--- config.mk ---
export PLATFORM = sky130hd
export DESIGN_NAME = usb_rx_seq
export DESIGN_NICKNAME = d
export VERILOG_FILES = /design/src/rtl/usb_rx_pkg.sv /design/src/rtl/usb_sync_detect.sv /design/src/rtl/usb_rx_seq.sv
export SDC_FILE = /design/constraint.sdc
export NUM_CORES = 1
export LEC_CHECK = 0
export CAP_MARGIN = 10
export CORE_ASPECT_RATIO = 1.25
export CORE_UTILIZATION = 59
export CTS_CLUSTER_DIAMETER = 200
export DETAILED_ROUTE_END_ITERATION = 6
export GPL_TIMING_DRIVEN = 0
export PLACE_DENSITY = 0.93
export SKIP_CTS_REPAIR_TIMING = 1
export SLEW_MARGIN = 20
export SYNTH_ARGS = -nofsm -noshare
export SYNTH_HDL_FRONTEND = slang
export SYNTH_SLANG_ARGS = --single-unit
--- constraint.sdc ---
create_clock -name clk -period 6.3 [get_ports clk]
set_input_delay 0.945 -clock clk [delete_from_list [all_inputs] [get_ports clk]]
set_output_delay 0.945 -clock clk [all_outputs]
set_load 0.01 [all_outputs]
--- src/rtl/usb_rx_pkg.sv ---
// usb_rx_pkg: shared line-state, SYNC pattern and sequencer state definitions
package usb_rx_pkg;
  typedef enum logic [1:0] {LS_SE0 = 2'b00, LS_K = 2'b01, LS_J = 2'b10, LS_SE1 = 2'b11} line_state_t;
  typedef enum logic [1:0] {ST_IDLE, ST_HUNT, ST_RECV} rx_state_t;
  localparam logic [7:0] SYNC_PATTERN = 8'b01010100;
  function automatic line_state_t line_state(input logic dp, input logic dm);
    return line_state_t'({dp, dm});
  endfunction
endpackage

--- src/rtl/usb_sync_detect.sv ---
// usb_sync_detect: SYNC hunt shift register with reload on SE0/SE1
module usb_sync_detect
  import usb_rx_pkg::*;
(
  input  logic clk,
  input  logic rst_n,
  input  logic en,
  input  logic load,
  input  logic dp,
  input  logic dm,
  output logic match
);
  logic [7:0] sr, sr_next;
  logic jk;
  // Next shift value; an SE0/SE1 sample restarts the hunt and can never complete SYNC
  always_comb begin
    jk = (line_state(dp, dm) == LS_J) || (line_state(dp, dm) == LS_K);
    sr_next = jk ? {sr[6:0], dp} : 8'hFF;
    match = en && jk && (sr_next == SYNC_PATTERN);
  end
  // Shift register is preloaded with all-J when the hunt begins
  always_ff @(posedge clk or negedge rst_n)
    if (!rst_n) sr <= 8'hFF;
    else if (load) sr <= 8'hFF;
    else if (en) sr <= sr_next;
endmodule

--- src/rtl/usb_rx_seq.sv ---
// usb_rx_seq: USB receive sequencer framing packets for the NRZI decoder
module usb_rx_seq
  import usb_rx_pkg::*;
#(
  parameter int TIMEOUT_CYC = 18,
  parameter int MAX_BITS = 1100
) (
  input  logic clk,
  input  logic rst_n,
  input  logic dp,
  input  logic dm,
  input  logic rx_enable,
  input  logic rx_abort,
  output logic s_nrzi,
  output logic start_rc_nrzi,
  output logic end_rc_nrzi,
  output logic rx_busy,
  output logic pkt_ok,
  output logic eop_err,
  output logic line_err,
  output logic len_err,
  output logic timeout,
  output logic [$clog2(MAX_BITS+1)-1:0] bit_cnt
);
  localparam int BW = $clog2(MAX_BITS + 1);
  localparam int TW = $clog2(TIMEOUT_CYC + 1);
  localparam logic [BW-1:0] MAX_V = BW'(MAX_BITS);
  localparam logic [TW-1:0] TO_LAST = TW'(TIMEOUT_CYC - 1);
  rx_state_t state;
  line_state_t ls;
  logic [TW-1:0] tcnt;
  logic [1:0] se0_cnt;
  logic jk, recv, enter, match, good, eop_bad, ln_bad, len_bad, pkt_done;
  usb_sync_detect u_sync (
    .clk(clk), .rst_n(rst_n), .en(state == ST_HUNT), .load(enter),
    .dp(dp), .dm(dm), .match(match)
  );
  // Packet-termination decode for the current RECV sample; abort suppresses all flags
  always_comb begin
    ls = line_state(dp, dm);
    jk = (ls == LS_J) || (ls == LS_K);
    enter = (state == ST_IDLE) && rx_enable && !rx_abort;
    recv = (state == ST_RECV) && !rx_abort;
    good = recv && (se0_cnt == 2'd2) && (ls == LS_J);
    eop_bad = recv && (((se0_cnt == 2'd2) && (ls == LS_K || ls == LS_SE0)) || ((se0_cnt == 2'd1) && jk));
    ln_bad = recv && (ls == LS_SE1);
    len_bad = recv && jk && (se0_cnt == 2'd0) && (bit_cnt == MAX_V);
    pkt_done = ((state == ST_RECV) && rx_abort) || good || eop_bad || ln_bad || len_bad;
  end
  // Sequencer FSM with registered pulses and counters
  always_ff @(posedge clk or negedge rst_n)
    if (!rst_n) begin
      state <= ST_IDLE;
      tcnt <= '0;
      se0_cnt <= '0;
      bit_cnt <= '0;
      s_nrzi <= 1'b0;
      start_rc_nrzi <= 1'b0;
      end_rc_nrzi <= 1'b0;
      rx_busy <= 1'b0;
      pkt_ok <= 1'b0;
      eop_err <= 1'b0;
      line_err <= 1'b0;
      len_err <= 1'b0;
      timeout <= 1'b0;
    end else begin
      s_nrzi <= dp;
      start_rc_nrzi <= 1'b0;
      timeout <= 1'b0;
      end_rc_nrzi <= pkt_done;
      pkt_ok <= good;
      eop_err <= eop_bad;
      line_err <= ln_bad;
      len_err <= len_bad;
      case (state)
        ST_IDLE: if (enter) begin
          state <= ST_HUNT;
          rx_busy <= 1'b1;
          tcnt <= '0;
        end
        ST_HUNT: if (rx_abort) begin
          state <= ST_IDLE;
          rx_busy <= 1'b0;
        end else if (match) begin
          state <= ST_RECV;
          start_rc_nrzi <= 1'b1;
          bit_cnt <= '0;
          se0_cnt <= '0;
        end else if (tcnt == TO_LAST) begin
          state <= ST_IDLE;
          rx_busy <= 1'b0;
          timeout <= 1'b1;
        end else tcnt <= tcnt + 1'b1;
        ST_RECV: if (pkt_done) begin
          state <= ST_IDLE;
          rx_busy <= 1'b0;
        end else if (ls == LS_SE0) se0_cnt <= se0_cnt + 1'b1;
        else begin
          se0_cnt <= '0;
          bit_cnt <= bit_cnt + 1'b1;
        end
        default: state <= ST_IDLE;
      endcase
    end
endmodule
==> impl_metrics.py <==
metrics = {
    "cts": {
        "cts_buffers": 5,
        "cts_root_buffer": "clkbuf_8",
        "cts_buffer_depth": 2,
        "clkSlewWorstSetupHoldPaths_ps": 60,
        "htreeDepth": 2,
        "clkSinkCount": 36,
        "cts_tree": "yes",
        "insertion_delay_ps": 290,
    },
    "run_status": {
        "status": "complete, no violations",
    },
    "critical_path": {
        "end_kind": "flip-flop",
        "r2r_slack_ps": 3820,
        "startpoint": "dp",
        "crit_path_start_kind": "input pin",
        "path_cells": "clkdlybuf4s50_1 > inv_1 > ha_1 > buf_2 > nor4bb_1 > nand4b_1 > nand2_1 > buf_1 > a31oi_1 > a31o_1",
        "crit_buf_inv": 4,
        "worstPathRequired_ps": 6470,
        "arrival_ps": 3530,
        "crit_fanout": 10,
        "critPathTopFamily": "buffers and inverters",
        "crit_path_top_delay_cell": "clkdlybuf4s50_1",
        "cpPeakStageDelay_ps": 540,
        "critPathKind": "input pin to flip-flop",
        "crit-reg2reg-launch": "state[1]",
    },
    "floorplan": {
        "dieArea_mm2": 0.00379,
        "die_h_um": 68.6,
        "start_util": 0.638,
        "row_count": 23,
        "coreArea_mm2": 0.00328,
        "die_w_um": 55.3,
        "pin_count": 26,
    },
    "global_routing": {
        "grt_pass1_wl_um": 7420,
        "grt_pass1_vias": 1639,
        "overflow": 0,
        "grt_util_all_layers": 0.257,
        "antenna_found_initial": 0,
        "grt_max_degree": 22,
    },
    "sta": {
        "worst_pin_slew_ps": 556,
        "fin_setup_tns_ps": 0,
        "min_period_ps": 3360,
        "maxSlewHeadroom": 0.626,
        "max_freq_ghz": 0.298,
        "finalMaxSlewViolations": 0,
        "rsz0062_at_grt": "no",
        "hold_viol": 0,
        "fin_worst_skew_ps": 6.61,
        "setup_viol": 0,
        "min_period_over_period": 0.533,
    },
    "pwr": {
        "p_int_mw": 0.390,
        "power_leakage_nw": 1.09,
        "ir_drop_mv": 0.192,
        "p_sw_mw": 0.176,
        "seqPwrFrac": 0.482,
        "p_comb_frac": 0.248,
        "p_sw_frac": 0.311,
        "p_per_area_mw_per_mm2": 227,
        "p_total_mw": 0.566,
        "clkPwrFrac": 0.270,
    },
    "route": {
        "vias": 1772,
        "wl_per_cell_um": 15.4,
        "drt_wl_total_um": 4480,
        "ant_nets": 0,
        "first_pass_iters": 4,
        "drt_iter0_markers": 73,
        "drc_errors": 0,
        "via_per_inst": 6.09,
    },
    "placement": {
        "placed_area_mm2": 0.00241,
        "port_buffers": 25,
        "placed_cells": 283,
        "routabilityCongestion": 0.856,
        "dp_hpwl_um": 3350,
    },
    "final_layout": {
        "syn_to_final_growth_pct": 19.1,
        "instances_no_fill": 291,
        "final_nets": 274,
        "utilization": 0.760,
        "final_cell_area_mm2": 0.00249,
        "drive_gt1_frac": 0.114,
        "antenna_cells": 0,
    },
    "logic_synthesis": {
        "synth_edf_count": 0,
        "synthCells": 220,
        "async_flop_share": 1.00,
        "seq_area_frac_synth": 0.435,
        "avgSynthCellArea_um2": 9.51,
        "syn-num-nets": 241,
        "synthFlopType": "dfrtp_1",
        "ys_ff_latch": 36,
        "synth_cell_types": 53,
        "yosys_warnings": 0,
        "syn_area_mm2": 0.00209,
    },
    "worst_hold_path": {
        "hp-class": "flip-flop to flip-flop",
        "hp-start": "u_sync.sr[3]",
    },
    "run": {
        "drv_cap": 0,
    },
}
## power by group through the flow
stage | Combinational (mW) | Clock, mW | Sequential (mW)
6_report | 0.140 | 0.153 | 0.273
5_1_grt | 0.157 | 0.167 | 0.275
4_1_cts | 0.140 | 0.159 | 0.272
3_5_place_dp | 0.139 | 0 | 0.277
3_3_place_gp | 0.133 | 0 | 0.275
2_1_floorplan | 0.0986 | 0 | 0.273
## worst register-to-register path, cell delays in order (launching register included)
cell      delay, ps
dfrtp_1         400
inv_1           110
ha_1            140
buf_2           210
and2b_1         280
nand4b_1        230
nand2_1         210
buf_1           390
a31oi_1         170
a31o_1          230
## worst paths after layout
path	cells after the start	to
max	10	bit_cnt[1]
min	2	u_sync.sr[4]
max reg2reg	9	bit_cnt[1]
min reg2reg	2	u_sync.sr[4]
max in group asynchronous	2	state[1]
min in group asynchronous	1	tcnt[1]
## layout make-up
type                            count  area [µm²]
Timing Repair Buffer               26         273
Clock buffer                        7        76.3
Sequential cell                    36         910
Buffer                             10        50.0
Fill cell                         236         788
Tap cell                           37        46.3
Multi-Input combinational cell    155        1060
Clock inverter                      1        5.00
Inverter                           19        71.3
## cell usage in the layout, fill, tap and decap left out, drive strengths merged, types with 2 or more instances in the layout
cell and count:
nor2 10, mux2i 4, nand2 33, clkbuf 10, dfstp 7, nand3b 3
clkdlybuf4s50 24, a31oi 3, nand4 4, nand3 14, buf 9, a22o 4
o21ai 8, and3 3, o31ai 2, o221ai 2, inv 19, nor3 6
a31o 3, o22ai 2, or4 3, nor2b 2, dfrtp 29, nand4b 7
ha 15, nor4 3, a21oi 3, nand2b 2
## flip-flops by register name (all words and copies together), names as in the netlist, 2 cells and up
register and cells:
se0_cnt 2, bit_cnt 11, u_sync.sr 7, state 2
tcnt 5
## metrics by stage
step           hold WS [ps]  setup WS (ps)
2_1_floorplan           480           3640
4_1_cts                 546           3020
5_1_grt                 569           2760
6_report                544           2940
3_5_place_dp            528           2720
3_3_place_gp            513           2770
## Yosys cell counts (2+ instances only)
master	instances	area (µm²)
and3_1	2	12.5
o22ai_1	2	12.5
mux2i_1	4	40.0
nand4_1	4	25.0
a22o_1	4	35.0
nand3b_1	3	22.5
nor2_1	10	37.5
dfstp_2	7	184
buf_2	4	20.0
dfrtp_1	29	726
o31ai_1	2	15.0
nor3_1	5	25.0
clkbuf_1	3	11.3
nor2b_1	2	12.5
a31oi_1	3	18.8
nor4_1	3	18.8
a21oi_1	3	15.0
buf_1	2	7.51
a31o_1	3	26.3
ha_1	15	188
inv_1	19	71.3
nand4b_1	7	61.3
o221ai_1	2	17.5
o21ai_0	7	35.0
nand3_1	14	70.1
nand2_1	33	124
or4_1	2	15.0
## cells by family (layout without fill, tap and decap cells)
group / after synthesis / count (layout) / share of synthesized area
simple gates: 100 / 100 / 0.272
buf+inv: 29 / 63 / 0.0580
fa+ha+maj: 15 / 15 / 0.0897
compound gates: 35 / 35 / 0.121
mux: 5 / 5 / 0.0245
flops: 36 / 36 / 0.435
## layer usage
| layer | up-vias | track usage | routed length [µm] |
|---|---|---|---|
| met5 | - | 0 | 0 |
| met4 | 0 | 0.113 | 92 |
| met3 | 9 | 0.0616 | 211 |
| met2 | 54 | 0.459 | 2240 |
| met1 | 855 | 0.300 | 1940 |
| li1 | 854 | - | - |
(Power assumes the default switching activity.)
==> variant 1 (same flow settings) <==
Change the parameter `TIMEOUT_CYC` from 18 to 9.
--- a/src/rtl/usb_rx_seq.sv
+++ b/src/rtl/usb_rx_seq.sv
@@ -2,7 +2,7 @@
 module usb_rx_seq
   import usb_rx_pkg::*;
 #(
-  parameter int TIMEOUT_CYC = 18,
+  parameter int TIMEOUT_CYC = 9,
   parameter int MAX_BITS = 1100
 ) (
   input  logic clk,
Function: same outputs for any inputs over 10 cycles, from zero or initial values and one cycle with rst_n low; that may be too few to reach the edited logic, so the function may still have changed.
==> variant 1 against the unedited design <==
- synthesized area fell by 3.5%
- combinational power grew 14%
- clock power is 18% higher
- via count fell by 7.7%
- routed wire length fell by 0.69%
- final area down 2.2%
- sequential cell count down 1
- worst setup slack gained 28 ps
- power up 7.5%
==> variant 1: results (changes against the unedited design) <==
grt_max_degree: 20  # was 22
synth.lib_cells_used.distinct: 52  # was 53
post_synth_main_area_contributors: "dfrtp_1 (35%), ha_1 (9.3%), dfstp_2 (9.1%)"  # was dfrtp_1 (35%), ha_1 (9.0%), dfstp_2 (8.8%)
grtUsageMet1_pct: 32.3  # was 30.0%
final_layout_size_suffix_gt1_share_pct: 13.4  # was 11.4%
worst_hold_path.endpoint: "tcnt[3]"  # was u_sync.sr[4]
worst-r2r-setup-slack_ps: 3900  # was 3820 ps
routed-wl-met3_um: 155  # was 211 µm
routed_wire_length_per_instance_um: 16.6  # was 15.4 µm
dpl.cell_count: 260  # was 283
power_report.internal_total_uw: 412  # was 390 µW
ir_worst_vdd_uv: 261  # was 192 µV
drt_iter0_drc: 67  # was 73
post_syn_nets: 218  # was 241
critPathMaxFanout: 7  # was 10
min-delay-start: "tcnt[3]"  # was u_sync.sr[3]
power.sequential.fraction_pct: 44.3  # was 48.2%
largest_regs: "bit_cnt (11), u_sync.sr (7), tcnt (4)"  # was bit_cnt (11), u_sync.sr (7), tcnt (5)
global_route_wire_length_before_repair_um: 7440  # was 7420 µm
timing.rr.end: "se0_cnt[0]"  # was bit_cnt[1]
r2r-start: "state[0]"  # was state[1]
dr_total_vias: 1636  # was 1772
arrival_ps: 3550  # was 3530 ps
gr-usage-all-layers_pct: 28.5  # was 25.7%
syn_area_per_cell_um2: 10.2  # was 9.51 µm²
p_total_uw: 609  # was 566 µW
power.clock.total_uw: 180  # was 153 µW
grt.met3_usage_pct: 7.43  # was 6.16%
crit_family: "simple AND/OR/NAND/NOR gates"  # was buffers and inverters
outcome: "complete, no violations"  # unchanged
worst-slew-pin-transition_ps: 583  # was 556 ps
detailroute.wirelength.met2_um: 2380  # was 2240 µm
place.detailed.hpwl_um: 3260  # was 3350 µm
wirelength_met1_um: 1820  # was 1940 µm
-- variant 1: cell types whose count changed after synthesis, moves of 5 or more --
cell      change
o21ai_0       +5
nand4b_1      -5
o22ai_1       +5
nand3_1       -6
o31ai_1       +5
nor2_1        -6
nand2_1      -13
o31a_1        +6
-- variant 1: logic make-up (layout without fill, tap and decap cells) --
family,after synthesis,in the layout,synth area share [%]
muxes,6,6,3.10
DFF,35,35,43.8
AOI/OAI and AO/OA,52,52,17.5
and+or+nand+nor,67,67,21.5
adders and majority gates,15,15,9.30
buffers and inverters,22,56,4.71
-- variant 1: layout make-up --
class,instances,area (µm²)
multi-input cells,140,1040
flip-flops and latches,35,885
fillers,206,786
repair buffers,26,273
clock buffers,8,100
inverters,17,63.8
well taps,37,46.3
plain buffers,5,31.3
-- variant 1: worst max-delay path by stage --
stage	depth (start not counted)	startpoint	endpoint
2_1_floorplan	7	dp	bit_cnt[7]
3_3_place_gp	8	dp	bit_cnt[7]
3_5_place_dp	8	dp	bit_cnt[7]
4_1_cts	8	dp	bit_cnt[7]
5_1_grt	8	dp	bit_cnt[7]
6_report	8	dp	bit_cnt[7]
-- variant 1: worst register-to-register path, stage by stage, from the launching register on --
cell	delay [ps]
dfrtp_1	410
inv_1	110
ha_1	150
buf_2	200
or2b_1	320
nor4_4	400
buf_6	200
a21oi_2	60
o2111a_1	170
mux2_2	270
-- variant 1: stage by stage --
step / utilization, % / cell area, µm² / hold WS [ps] / worst slack, ps
after floorplan: - / 2020 / 438 / 3620
after global placement: 71.8 / 2310 / 462 / 2780
after detailed placement: 72.5 / 2340 / 464 / 2670
after CTS: 75.6 / 2440 / 480 / 2980
after global routing: 75.6 / 2440 / 492 / 2850
final: 75.6 / 2440 / 493 / 2970
==> variant 2 (same settings) <==
Made on the original files. Add an input register stage for `dp`, `dm`, `rx_enable` and `rx_abort`; this delays them by one clock.
--- a/src/rtl/usb_rx_seq.sv
+++ b/src/rtl/usb_rx_seq.sv
@@ -26,6 +26,19 @@
   localparam int TW = $clog2(TIMEOUT_CYC + 1);
   localparam logic [BW-1:0] MAX_V = BW'(MAX_BITS);
   localparam logic [TW-1:0] TO_LAST = TW'(TIMEOUT_CYC - 1);
+
+  logic dp_q;
+  logic dm_q;
+  logic rx_enable_q;
+  logic rx_abort_q;
+
+  always_ff @(posedge clk) begin
+    dp_q        <= dp;
+    dm_q        <= dm;
+    rx_enable_q <= rx_enable;
+    rx_abort_q  <= rx_abort;
+  end
+
   rx_state_t state;
   line_state_t ls;
   logic [TW-1:0] tcnt;
@@ -33,19 +46,19 @@
   logic jk, recv, enter, match, good, eop_bad, ln_bad, len_bad, pkt_done;
   usb_sync_detect u_sync (
     .clk(clk), .rst_n(rst_n), .en(state == ST_HUNT), .load(enter),
-    .dp(dp), .dm(dm), .match(match)
+    .dp(dp_q), .dm(dm_q), .match(match)
   );
   // Packet-termination decode for the current RECV sample; abort suppresses all flags
   always_comb begin
-    ls = line_state(dp, dm);
+    ls = line_state(dp_q, dm_q);
     jk = (ls == LS_J) || (ls == LS_K);
-    enter = (state == ST_IDLE) && rx_enable && !rx_abort;
-    recv = (state == ST_RECV) && !rx_abort;
+    enter = (state == ST_IDLE) && rx_enable_q && !rx_abort_q;
+    recv = (state == ST_RECV) && !rx_abort_q;
     good = recv && (se0_cnt == 2'd2) && (ls == LS_J);
     eop_bad = recv && (((se0_cnt == 2'd2) && (ls == LS_K || ls == LS_SE0)) || ((se0_cnt == 2'd1) && jk));
     ln_bad = recv && (ls == LS_SE1);
     len_bad = recv && jk && (se0_cnt == 2'd0) && (bit_cnt == MAX_V);
-    pkt_done = ((state == ST_RECV) && rx_abort) || good || eop_bad || ln_bad || len_bad;
+    pkt_done = ((state == ST_RECV) && rx_abort_q) || good || eop_bad || ln_bad || len_bad;
   end
   // Sequencer FSM with registered pulses and counters
   always_ff @(posedge clk or negedge rst_n)
@@ -64,7 +77,7 @@
       len_err <= 1'b0;
       timeout <= 1'b0;
     end else begin
-      s_nrzi <= dp;
+      s_nrzi <= dp_q;
       start_rc_nrzi <= 1'b0;
       timeout <= 1'b0;
       end_rc_nrzi <= pkt_done;
@@ -78,7 +91,7 @@
           rx_busy <= 1'b1;
           tcnt <= '0;
         end
-        ST_HUNT: if (rx_abort) begin
+        ST_HUNT: if (rx_abort_q) begin
           state <= ST_IDLE;
           rx_busy <= 1'b0;
         end else if (match) begin
Check against the original RTL: not equivalent (a bounded check fails within 4 cycles, from zero or initial values and one cycle with rst_n low).
==> variant 2 against the unedited design <==
- routed wire length is 5.2% higher
- worst setup slack better by 860 ps
- synthesized area is 3.6% higher
- worst hold slack worse by 150 ps
- final area is 4.4% higher
- sequential share of layout area is 1.6 points higher
- sequential cell count is 4 higher
- power is 14% higher
- critical path type is now flip-flop to flip-flop
- largest power group unchanged
==> variant 2: results (changes against the unedited design) <==
outcome: "complete, no violations"  # unchanged
antenna_found_initial: 0  # unchanged
critical_path.slowest_cell: "or3_2"  # was clkdlybuf4s50_1
num-nets-final: 268  # was 274
diodes: 0  # unchanged
synth.lib_cells_used.distinct: 49  # was 53
synthesis.instances: 214  # was 220
global_route_wire_length_before_repair_um: 7990  # was 7420 µm
synth_commonest_cells: "dfrtp_1 (29), nand2_1 (24), o21ai_0 (19), inv_1 (16), ha_1 (15)"  # was nand2_1 (33), dfrtp_1 (29), inv_1 (19), ha_1 (15), nand3_1 (14)
total_leakage_power_nw: 1.10  # was 1.09 nW
place.detailed.hpwl_um: 3370  # was 3350 µm
crit_family: "simple AND/OR/NAND/NOR gates"  # was buffers and inverters
critPathMaxFanout: 9  # was 10
gp_congestion: 0.819  # was 0.856
post-place-ws_ps: 3860  # was 2720 ps
worst-slew-pin-transition_ps: 595  # was 556 ps
fin_worst_skew_ps: 4.55  # was 6.61 ps
post_synth_main_area_contributors: "dfrtp_1 (33%), ha_1 (8.7%), dfstp_2 (8.5%)"  # was dfrtp_1 (35%), ha_1 (9.0%), dfstp_2 (8.8%)
ys_seq_area_share_pct: 45.6  # was 43.5%
gr-usage-all-layers_pct: 26.2  # was 25.7%
grt_max_degree: 20  # was 22
latest_clock_arrival_within_the_worst_skew_pair_ps: 300
cts_made_buffers: 5  # unchanged
grtUsageMet1_pct: 30.6  # was 30.0%
met2_layer_usage_reported_by_global_route_pct: 45.9  # about the same
synth_async_sr_flop_share_pct: 90.0  # was 100%
worst-r2r-setup-slack_ps: 3800  # was 3820 ps
final_layout_size_suffix_gt1_share_pct: 14.9  # was 11.4%
worst_slack_ps: 3800  # was 2940 ps
avgViaCountPerCell: 6.16  # was 6.09
dr_total_vias: 1768  # was 1772
dpl.cell_count: 279  # was 283
post_syn_nets: 235  # was 241
worst_hold_margin_ps: 392  # was 544 ps
placed_cell_area_mm2: 0.00249  # was 0.00241 mm²
cap_violations: 0  # unchanged
cts.reportedPaths.clkPinSlew_ps: 80  # was 60 ps
ir_worst_vdd_uv: 276  # was 192 µV
synth_top_flop_cell: "dfrtp_1"  # unchanged
grt.met3_usage_pct: 5.60  # was 6.16%
drt_iter0_drc: 93  # was 73
worst_path_largest_cell_delay_ps: 430  # was 540 ps
routed_wire_length_per_instance_um: 16.4  # was 15.4 µm
dr.pass1.iters: 4  # unchanged
## variant 2: cell types whose count changed in the layout (fill, tap and decap cells not counted), sizes merged, moves of 3 or more
cell,unedited run,this run
o21ai,8,19
nand2,33,24
o31ai,2,9
nand3,14,8
nand4b,7,2
nor3,6,1
dfxtp,0,4
a21oi,3,6
a22o,4,1
and2,1,4
buf,9,6
inv,19,16
nand3b,3,6
## variant 2: worst paths after layout
path	depth (start not counted)	from	endpoint
worst max-delay path	8	state[1]	bit_cnt[7]
worst min-delay path	0	dp_q	s_nrzi
worst max register to register	8	state[1]	bit_cnt[7]
worst min register to register	0	dp_q	s_nrzi
max in group asynchronous	2	rst_n	u_sync.sr[2]
min in group asynchronous	1	rst_n	line_err
## variant 2: final cells by class
cell class                 count  area [µm²]
timing repair buffer          26         273
clock buffer                   5        68.8
buffer                         8        67.6
clock inverter                 3        42.5
multi-input combinational    150        1050
inverter                      16        60.1
sequential                    40         990
tap                           39        48.8
fill                         244         912
## variant 2: kinds of logic after synthesis
group | count (synthesis) | synth area share, %
simple gates | 82 | 23.7
compound gates | 50 | 14.5
flops | 40 | 45.6
buf+inv | 24 | 5.89
fa+ha+maj | 15 | 8.66
mux | 3 | 1.62
## variant 2: worst register-to-register path: stages (launching register included)
cell,delay [ps]
dfrtp_1,420
inv_1,150
ha_1,240
nor4bb_1,320
nand4_1,280
a211o_1,370
buf_6,150
or3_2,440
o21ai_0,80
## variant 2: layer usage
metal,share of wire (%),vias up
li1,-,829
met1,40,867
met2,52,62
met3,5.3,10
met4,2.3,0
met5,0,-
## variant 2: where the power goes
group,internal [mW],switching (mW),total [mW]
logic,0.0580,0.0755,0.134
registers,0.279,0.0188,0.297
clock network,0.117,0.0987,0.216
